`src/rtl/calc_pkg.sv`:
```
// Shared definitions for the calculator sequencer: opcode encodings, FSM state type
// and the reference model used to check the external calculator's output.
package calc_pkg;

    localparam int CALC_W = 4;

    // Abs opcodes ignore bit 0; the listed values are the canonical encodings.
    localparam logic [2:0] OP_ADD_AB = 3'b000;
    localparam logic [2:0] OP_SUB_AB = 3'b001;
    localparam logic [2:0] OP_ABS_B  = 3'b010;
    localparam logic [2:0] OP_ADD_BA = 3'b100;
    localparam logic [2:0] OP_SUB_BA = 3'b101;
    localparam logic [2:0] OP_ABS_A  = 3'b110;

    typedef enum logic [1:0] {
        ST_IDLE,
        ST_DRIVE,
        ST_RESP
    } seq_state_t;

    // Returns {ovf, r}; arithmetic is done one bit wider so overflow is a sign-bit disagreement.
    function automatic logic [CALC_W:0] calc_model(
        input logic [2:0]        op,
        input logic [CALC_W-1:0] a,
        input logic [CALC_W-1:0] b
    );
        logic signed [CALC_W:0] ax;
        logic signed [CALC_W:0] bx;
        logic signed [CALC_W:0] res;
        ax  = {a[CALC_W-1], a};
        bx  = {b[CALC_W-1], b};
        res = '0;
        case (op)
            OP_ADD_AB:                      res = ax + bx;
            OP_SUB_AB:                      res = ax - bx;
            OP_ABS_B, OP_ABS_B | 3'b001:    res = bx[CALC_W] ? -bx : bx;
            OP_ADD_BA:                      res = bx + ax;
            OP_SUB_BA:                      res = bx - ax;
            OP_ABS_A, OP_ABS_A | 3'b001:    res = ax[CALC_W] ? -ax : ax;
            default:                        res = '0;
        endcase
        return {res[CALC_W] ^ res[CALC_W-1], res[CALC_W-1:0]};
    endfunction

endpackage

```
`src/rtl/calc_cmd_fifo.sv`:
```
// Command FIFO holding {op, a, b} entries; full/empty are derived from the occupancy count.
module calc_cmd_fifo #(
    parameter int W     = 4,
    parameter int DEPTH = 4
) (
    input  logic                   clk,
    input  logic                   rst_n,
    input  logic                   push,
    input  logic [3+2*W-1:0]       push_data,
    input  logic                   pop,
    output logic [3+2*W-1:0]       pop_data,
    output logic                   full,
    output logic                   empty,
    output logic [$clog2(DEPTH):0] count
);

    localparam int AW = $clog2(DEPTH);
    localparam int EW = 3 + 2 * W;
    localparam logic [AW:0] FULL_CNT = DEPTH[AW:0];

    logic [EW-1:0] mem_q [DEPTH];
    logic [EW-1:0] mem_d [DEPTH];
    logic [AW-1:0] wr_ptr_q, wr_ptr_d;
    logic [AW-1:0] rd_ptr_q, rd_ptr_d;
    logic [AW:0]   count_q, count_d;
    logic          do_push;
    logic          do_pop;

    assign full     = (count_q == FULL_CNT);
    assign empty    = (count_q == '0);
    assign count    = count_q;
    assign pop_data = mem_q[rd_ptr_q];
    assign do_push  = push && !full;
    assign do_pop   = pop && !empty;

    // Pointers wrap naturally because DEPTH is a power of two.
    always_comb begin
        mem_d    = mem_q;
        wr_ptr_d = wr_ptr_q;
        rd_ptr_d = rd_ptr_q;
        if (do_push) begin
            mem_d[wr_ptr_q] = push_data;
            wr_ptr_d        = wr_ptr_q + 1'b1;
        end
        if (do_pop) begin
            rd_ptr_d = rd_ptr_q + 1'b1;
        end
        count_d = count_q + {{AW{1'b0}}, do_push} - {{AW{1'b0}}, do_pop};
    end

    always_ff @(posedge clk or negedge rst_n) begin
        if (!rst_n) begin
            wr_ptr_q <= '0;
            rd_ptr_q <= '0;
            count_q  <= '0;
        end else begin
            wr_ptr_q <= wr_ptr_d;
            rd_ptr_q <= rd_ptr_d;
            count_q  <= count_d;
        end
    end

    always_ff @(posedge clk) begin
        mem_q <= mem_d;
    end

endmodule

```
`src/rtl/calc_op_sequencer.sv`:
```
// Feeds queued commands to the combinational calculator, captures and checks its
// result one cycle later, and offers each result on a valid/ready response port.
module calc_op_sequencer #(
    parameter int W     = 4,
    parameter int DEPTH = 4
) (
    input  logic                   clk,
    input  logic                   rst_n,
    input  logic                   cmd_valid,
    output logic                   cmd_ready,
    input  logic [2:0]             cmd_op,
    input  logic [W-1:0]           cmd_a,
    input  logic [W-1:0]           cmd_b,
    output logic [2:0]             calc_op,
    output logic [W-1:0]           calc_a,
    output logic [W-1:0]           calc_b,
    input  logic [W-1:0]           calc_r,
    input  logic                   calc_ovf,
    output logic                   rsp_valid,
    input  logic                   rsp_ready,
    output logic [W-1:0]           rsp_r,
    output logic                   rsp_ovf,
    output logic [2:0]             rsp_op,
    output logic                   ovf_sticky,
    output logic                   chk_err,
    input  logic                   sticky_clear,
    output logic                   busy,
    output logic [$clog2(DEPTH):0] cmd_count
);

    import calc_pkg::*;

    localparam int EW = 3 + 2 * W;

    seq_state_t     state_q, state_d;
    logic           rdy_en_q, rdy_en_d;
    logic [2:0]     calc_op_q, calc_op_d;
    logic [W-1:0]   calc_a_q, calc_a_d;
    logic [W-1:0]   calc_b_q, calc_b_d;
    logic           rsp_valid_q, rsp_valid_d;
    logic [W-1:0]   rsp_r_q, rsp_r_d;
    logic           rsp_ovf_q, rsp_ovf_d;
    logic [2:0]     rsp_op_q, rsp_op_d;
    logic           ovf_sticky_q, ovf_sticky_d;
    logic           chk_err_q, chk_err_d;

    logic           fifo_full;
    logic           fifo_empty;
    logic [EW-1:0]  fifo_dout;
    logic           cmd_push;
    logic           fifo_pop;
    logic           rsp_hs;
    logic           capture;
    logic [W:0]     mdl;
    logic           mismatch;

    assign cmd_ready = rdy_en_q && !fifo_full;
    assign cmd_push  = cmd_valid && cmd_ready;
    assign rsp_hs    = (state_q == ST_RESP) && rsp_ready;
    assign capture   = (state_q == ST_DRIVE);
    assign fifo_pop  = !fifo_empty && ((state_q == ST_IDLE) || rsp_hs);
    assign mdl       = calc_model(calc_op_q, calc_a_q, calc_b_q);
    assign mismatch  = ({calc_ovf, calc_r} != mdl);

    calc_cmd_fifo #(
        .W     (W),
        .DEPTH (DEPTH)
    ) u_fifo (
        .clk       (clk),
        .rst_n     (rst_n),
        .push      (cmd_push),
        .push_data ({cmd_op, cmd_a, cmd_b}),
        .pop       (fifo_pop),
        .pop_data  (fifo_dout),
        .full      (fifo_full),
        .empty     (fifo_empty),
        .count     (cmd_count)
    );

    always_ff @(posedge clk or negedge rst_n) begin
        if (!rst_n) begin
            state_q <= ST_IDLE;
        end else begin
            state_q <= state_d;
        end
    end

    always_comb begin
        state_d = state_q;
        case (state_q)
            ST_IDLE:  if (!fifo_empty) state_d = ST_DRIVE;
            ST_DRIVE: state_d = ST_RESP;
            ST_RESP:  if (rsp_ready) state_d = fifo_empty ? ST_IDLE : ST_DRIVE;
            default:  state_d = ST_IDLE;
        endcase
    end

    // Sticky updates put the set after the clear so a same-cycle set wins.
    always_comb begin
        rdy_en_d     = 1'b1;
        calc_op_d    = calc_op_q;
        calc_a_d     = calc_a_q;
        calc_b_d     = calc_b_q;
        rsp_valid_d  = rsp_valid_q;
        rsp_r_d      = rsp_r_q;
        rsp_ovf_d    = rsp_ovf_q;
        rsp_op_d     = rsp_op_q;
        ovf_sticky_d = ovf_sticky_q;
        chk_err_d    = chk_err_q;
        if (fifo_pop) begin
            calc_op_d = fifo_dout[EW-1 -: 3];
            calc_a_d  = fifo_dout[2*W-1 -: W];
            calc_b_d  = fifo_dout[W-1:0];
        end
        if (rsp_hs) begin
            rsp_valid_d = 1'b0;
        end
        if (sticky_clear) begin
            ovf_sticky_d = 1'b0;
            chk_err_d    = 1'b0;
        end
        if (capture) begin
            rsp_valid_d = 1'b1;
            rsp_r_d     = calc_r;
            rsp_ovf_d   = calc_ovf;
            rsp_op_d    = calc_op_q;
            if (calc_ovf) ovf_sticky_d = 1'b1;
            if (mismatch) chk_err_d    = 1'b1;
        end
    end

    always_ff @(posedge clk or negedge rst_n) begin
        if (!rst_n) begin
            rdy_en_q     <= 1'b0;
            calc_op_q    <= '0;
            calc_a_q     <= '0;
            calc_b_q     <= '0;
            rsp_valid_q  <= 1'b0;
            rsp_r_q      <= '0;
            rsp_ovf_q    <= 1'b0;
            rsp_op_q     <= '0;
            ovf_sticky_q <= 1'b0;
            chk_err_q    <= 1'b0;
        end else begin
            rdy_en_q     <= rdy_en_d;
            calc_op_q    <= calc_op_d;
            calc_a_q     <= calc_a_d;
            calc_b_q     <= calc_b_d;
            rsp_valid_q  <= rsp_valid_d;
            rsp_r_q      <= rsp_r_d;
            rsp_ovf_q    <= rsp_ovf_d;
            rsp_op_q     <= rsp_op_d;
            ovf_sticky_q <= ovf_sticky_d;
            chk_err_q    <= chk_err_d;
        end
    end

    assign calc_op    = calc_op_q;
    assign calc_a     = calc_a_q;
    assign calc_b     = calc_b_q;
    assign rsp_valid  = rsp_valid_q;
    assign rsp_r      = rsp_r_q;
    assign rsp_ovf    = rsp_ovf_q;
    assign rsp_op     = rsp_op_q;
    assign ovf_sticky = ovf_sticky_q;
    assign chk_err    = chk_err_q;
    assign busy       = !fifo_empty || (state_q != ST_IDLE);

endmodule

```
`config.mk`:
```
export PLATFORM = sky130hd
export DESIGN_NAME = calc_op_sequencer
export DESIGN_NICKNAME = d
export VERILOG_FILES = /design/src/rtl/calc_pkg.sv /design/src/rtl/calc_cmd_fifo.sv /design/src/rtl/calc_op_sequencer.sv
export SDC_FILE = /design/constraint.sdc
export NUM_CORES = 1
export LEC_CHECK = 0
export ABC_AREA = 1
export BUFFER_PORTS_ARGS = -buffer_cell sky130_fd_sc_hd__buf_2
export CAP_MARGIN = 20
export CORE_AREA = 2 2 115 117
export DETAILED_ROUTE_END_ITERATION = 8
export DIE_AREA = 0 0 117 119
export PLACE_DENSITY = 0.56
export SETUP_SLACK_MARGIN = 0.05
export SYNTH_ARGS = -nofsm -noshare
export SYNTH_HDL_FRONTEND = slang
export SYNTH_SLANG_ARGS = --single-unit
```
`constraint.sdc`:
```
create_clock -name clk -period 4.1 [get_ports clk]
set_clock_uncertainty 0.05 [all_clocks]
set_input_delay 0.82 -clock clk [delete_from_list [all_inputs] [get_ports clk]]
set_output_delay 0.82 -clock clk [all_outputs]
set_load 0.01 [all_outputs]
```
==> summary.txt <==
Floorplanning
  – Core box area: 12900 µm²
  – Die width: 117 µm
  – I/O pin count: between 40 and 50
  – Full die area: 13900 µm²
  – # rows: 42
  – Die H: 119 µm
  – Initial core utilization: 0.289

Power
  – Maximum vdd drop: 0.000246 V
  – Leakage: 2.00 nW
  – PD cells: 859 nW/µm²
  – Tot Pwr: about 3.8 mW

Critical path
  – WP depth: 20
  – R2R cell count: 20
  – Max FO, Critical Path: 6
  – Slowest stage delay, CP: 480 ps
  – Crit-path most repeated cell: nand2_1
  – Worst path arrival time: roughly 2900 ps
  – CP max stage cell: dfrtp_1
  – Crit path capture type: register
  – WP buf/inv: 3
  – Critical path cell sequence: inv_1 -> ha_1 -> inv_1 -> nand2_1 -> o21ai_0 -> fa_1 -> nand2_1 -> nand2_1 -> nor2_1 -> nor2_1 -> nand3_1 -> nand2_1 -> nand2_1 -> nand2_1 -> clkinv_1 -> nand2_1 -> nor2_1 -> nand3_1 -> nand2_1 -> nand2_1
  – CP Launch Type: register
  – Reg2reg setup slack: 1420 ps
  – Crit-path leading delay family: simple AND/OR/NAND/NOR gates
  – CP required: 4280 ps
  – Setup CP Type: reg -> reg

CTS
  – CTS sink count: 76
  – Clk slew on worst S/H paths: 70 ps
  – Post-CTS setup buffer count: 0
  – CTS tree: built
  – Clock tree buffer depth: 2
  – CTS H-tree depth: 3
  – CTS Hold Buffers Added: 0
  – CTS resizes: 0
  – Root Driver: clkbuf_16
  – TritonCTS Buffers: 9
  – Clk Latency, worst-skew pair: 340 ps

Worst hold path
  – Hold Path Stages: 2
  – Worst hold path class: reg -> reg

STA
  – Final setup TNS: 0 ps
  – Final Max Slew Viols: 0
  – Final Hold Fails: 0
  – Final min period: 2680 ps
  – Max Clock Freq: 373 MHz
  – RSZ-0062 raised after global routing: false
  – Smallest hold slack: 419 ps
  – Max_slew headroom: 0.276
  – Final setup margin: 1420 ps
  – Final setup fails: 0
  – Worst-margin pin slew: between 1000 and 1500 ps
  – Period utilisation layout: 0.654

Final layout
  – Share of layout cells above drive strength 1: 0.167
  – Most frequent cells in the layout: nand2_1, nor2_1, buf_2
  – Ant. Diodes: 0
  – Commonest non-fill, non-tap cell in the layout: nand2_1
  – Nets: 486
  – Post-route cell area: 4450 µm²
  – Area growth syn-to-layout: 19.6%

Place
  – DPL Wire Length: 5.86 mm
  – Worst slack, placed: 1120 ps
  – Area after DPL: 4150 µm²
  – PortBufs: 47
  – GP Congestion: ~0.89

Synth
  – Cell taking the most area after synthesis: edfxtp_1
  – Top post-synthesis cells by area: edfxtp_1, dfrtp_1, nand2_1
  – Ys flop type: edfxtp_1
  – Async set-reset flop share out of synthesis: 0.421
  – Synth Area per Inst: 9.45 µm²
  – Synth warn: 0
  – Post-Syn Area: 3720 µm²
  – Cells after Synth: 394
  – Top cell type's share of synthesized area: 0.355
  – Post-synthesis sequential area ratio: 0.570
  – EDFF count, synth: 44
  – Post-Synthesis Net Count: 436
  – Distinct cell type count after synthesis: 24
  – Seq cells post-synth: 76

Drt
  – Met1 Wirelength: 3.69 mm
  – Drc violations: 0
  – Routed WL: around 8 mm
  – WL met2: slightly below 4 mm
  – Routed len/inst: 12.8 µm
  – Starting DRT DRC Count: 159
  – Post-route ant nets: 0
  – WL met3: approximately 280 µm
  – Initial DRT Pass Iterations: 4
  – Via density per instance: 4.46
  – DR vias: 2786
  – DR top layer: met4

GRT
  – First-pass GRT wire length: 13.2 mm
  – Initial antenna violation count: 0
  – Vias in the first global route: approximately 2.7k
  – Remaining global-route overflow: 0
  – Aggregate global-route resource usage: 0.123
  – Largest net degree at the start of global routing: 33

Flow run
  – Max-Cap Viols: 0

Outcome
  – Status: complete, no violations
-- flip-flops by register name (all words and copies together) (netlist names), 2 cells and up --
register / flops
rsp_r: 4
u_fifo.count: 3
calc_op: 3
calc_a: 4
state_q: 2
rsp_op: 3
calc_b: 4
u_fifo.rd_ptr_q: 2
u_fifo.mem_q: 44
u_fifo.wr_ptr_q: 2
-- worst paths after layout --
path	startpoint	endpoint
min in group asynchronous	rst_n	ovf_sticky$_DFF_PN0_
hold reg to reg	rsp_ovf$_DFFE_PN0P_	rsp_ovf$_DFFE_PN0P_
max in group asynchronous	rst_n	calc_b[3]$_DFFE_PN0P_
hold / removal	rsp_ovf$_DFFE_PN0P_	rsp_ovf$_DFFE_PN0P_
setup reg to reg	calc_a[1]$_DFFE_PN0P_	chk_err$_DFF_PN0_
setup / recovery	calc_a[1]$_DFFE_PN0P_	chk_err$_DFF_PN0_
-- metal layers --
metal | vias to the layer above | GRT usage
li1 | 1411 | -
met1 | 1302 | 0.161
met2 | 59 | 0.199
met3 | 14 | 0.0285
met4 | 0 | 0.0382
met5 | - | 0
-- cell usage after synthesis, types with 2 or more instances --
cell type,count
clkbuf_1,9
edfxtp_1,44
o21ai_0,34
nand3_1,22
nand2_1,87
inv_2,4
nand4_1,4
nor2_1,52
fa_1,3
o32ai_1,11
ha_1,18
nor3_1,4
dfrtp_1,32
inv_1,46
clkinv_1,2
xnor2_1,2
a21oi_1,7
xor2_1,3
nor2_2,2
nand2_2,4
-- metrics by stage --
| step | instances | utilization |
|---|---|---|
| 2_1_floorplan | 394 | - |
| 3_3_place_gp | 608 | 0.322 |
| 3_5_place_dp | 608 | 0.322 |
| 4_1_cts | 624 | 0.345 |
| 5_1_grt | 625 | 0.346 |
| 6_report | 625 | 0.346 |
-- layout make-up --
cell class              count  area, µm²
well taps                 176        220
clock inverters             7       76.3
flip-flops and latches     76       2120
repair buffers             48        243
clock buffers               9        225
multi-input cells         257       1370
fillers                  1315       8420
inverters                  52        195
-- cells by family after synthesis --
| family | Yosys count | synth area share |
|---|---|---|
| fa+ha+maj | 21 | 0.0766 |
| xor+xnor | 5 | 0.0118 |
| other cells | 1 | 0.00101 |
| simple gates | 177 | 0.196 |
| buf+inv | 61 | 0.0615 |
| compound gates | 53 | 0.0830 |
| flops | 76 | 0.570 |
-- worst min-delay path, stage by stage (launching register included) --
cell,delay [ps]
dfrtp_1,340
nand2_1,50
nand2_1,50
-- power breakdown --
| part | leakage (nW) | internal [mW] | switching [mW] | total, mW |
|---|---|---|---|---|
| sequential | 0.788 | 1.02 | 0.251 | 1.27 |
| combinational | 1.06 | 0.669 | 1.10 | 1.77 |
| clock | 0.150 | 0.434 | 0.356 | 0.791 |
Note: power is estimated with default switching activity, not from simulation.
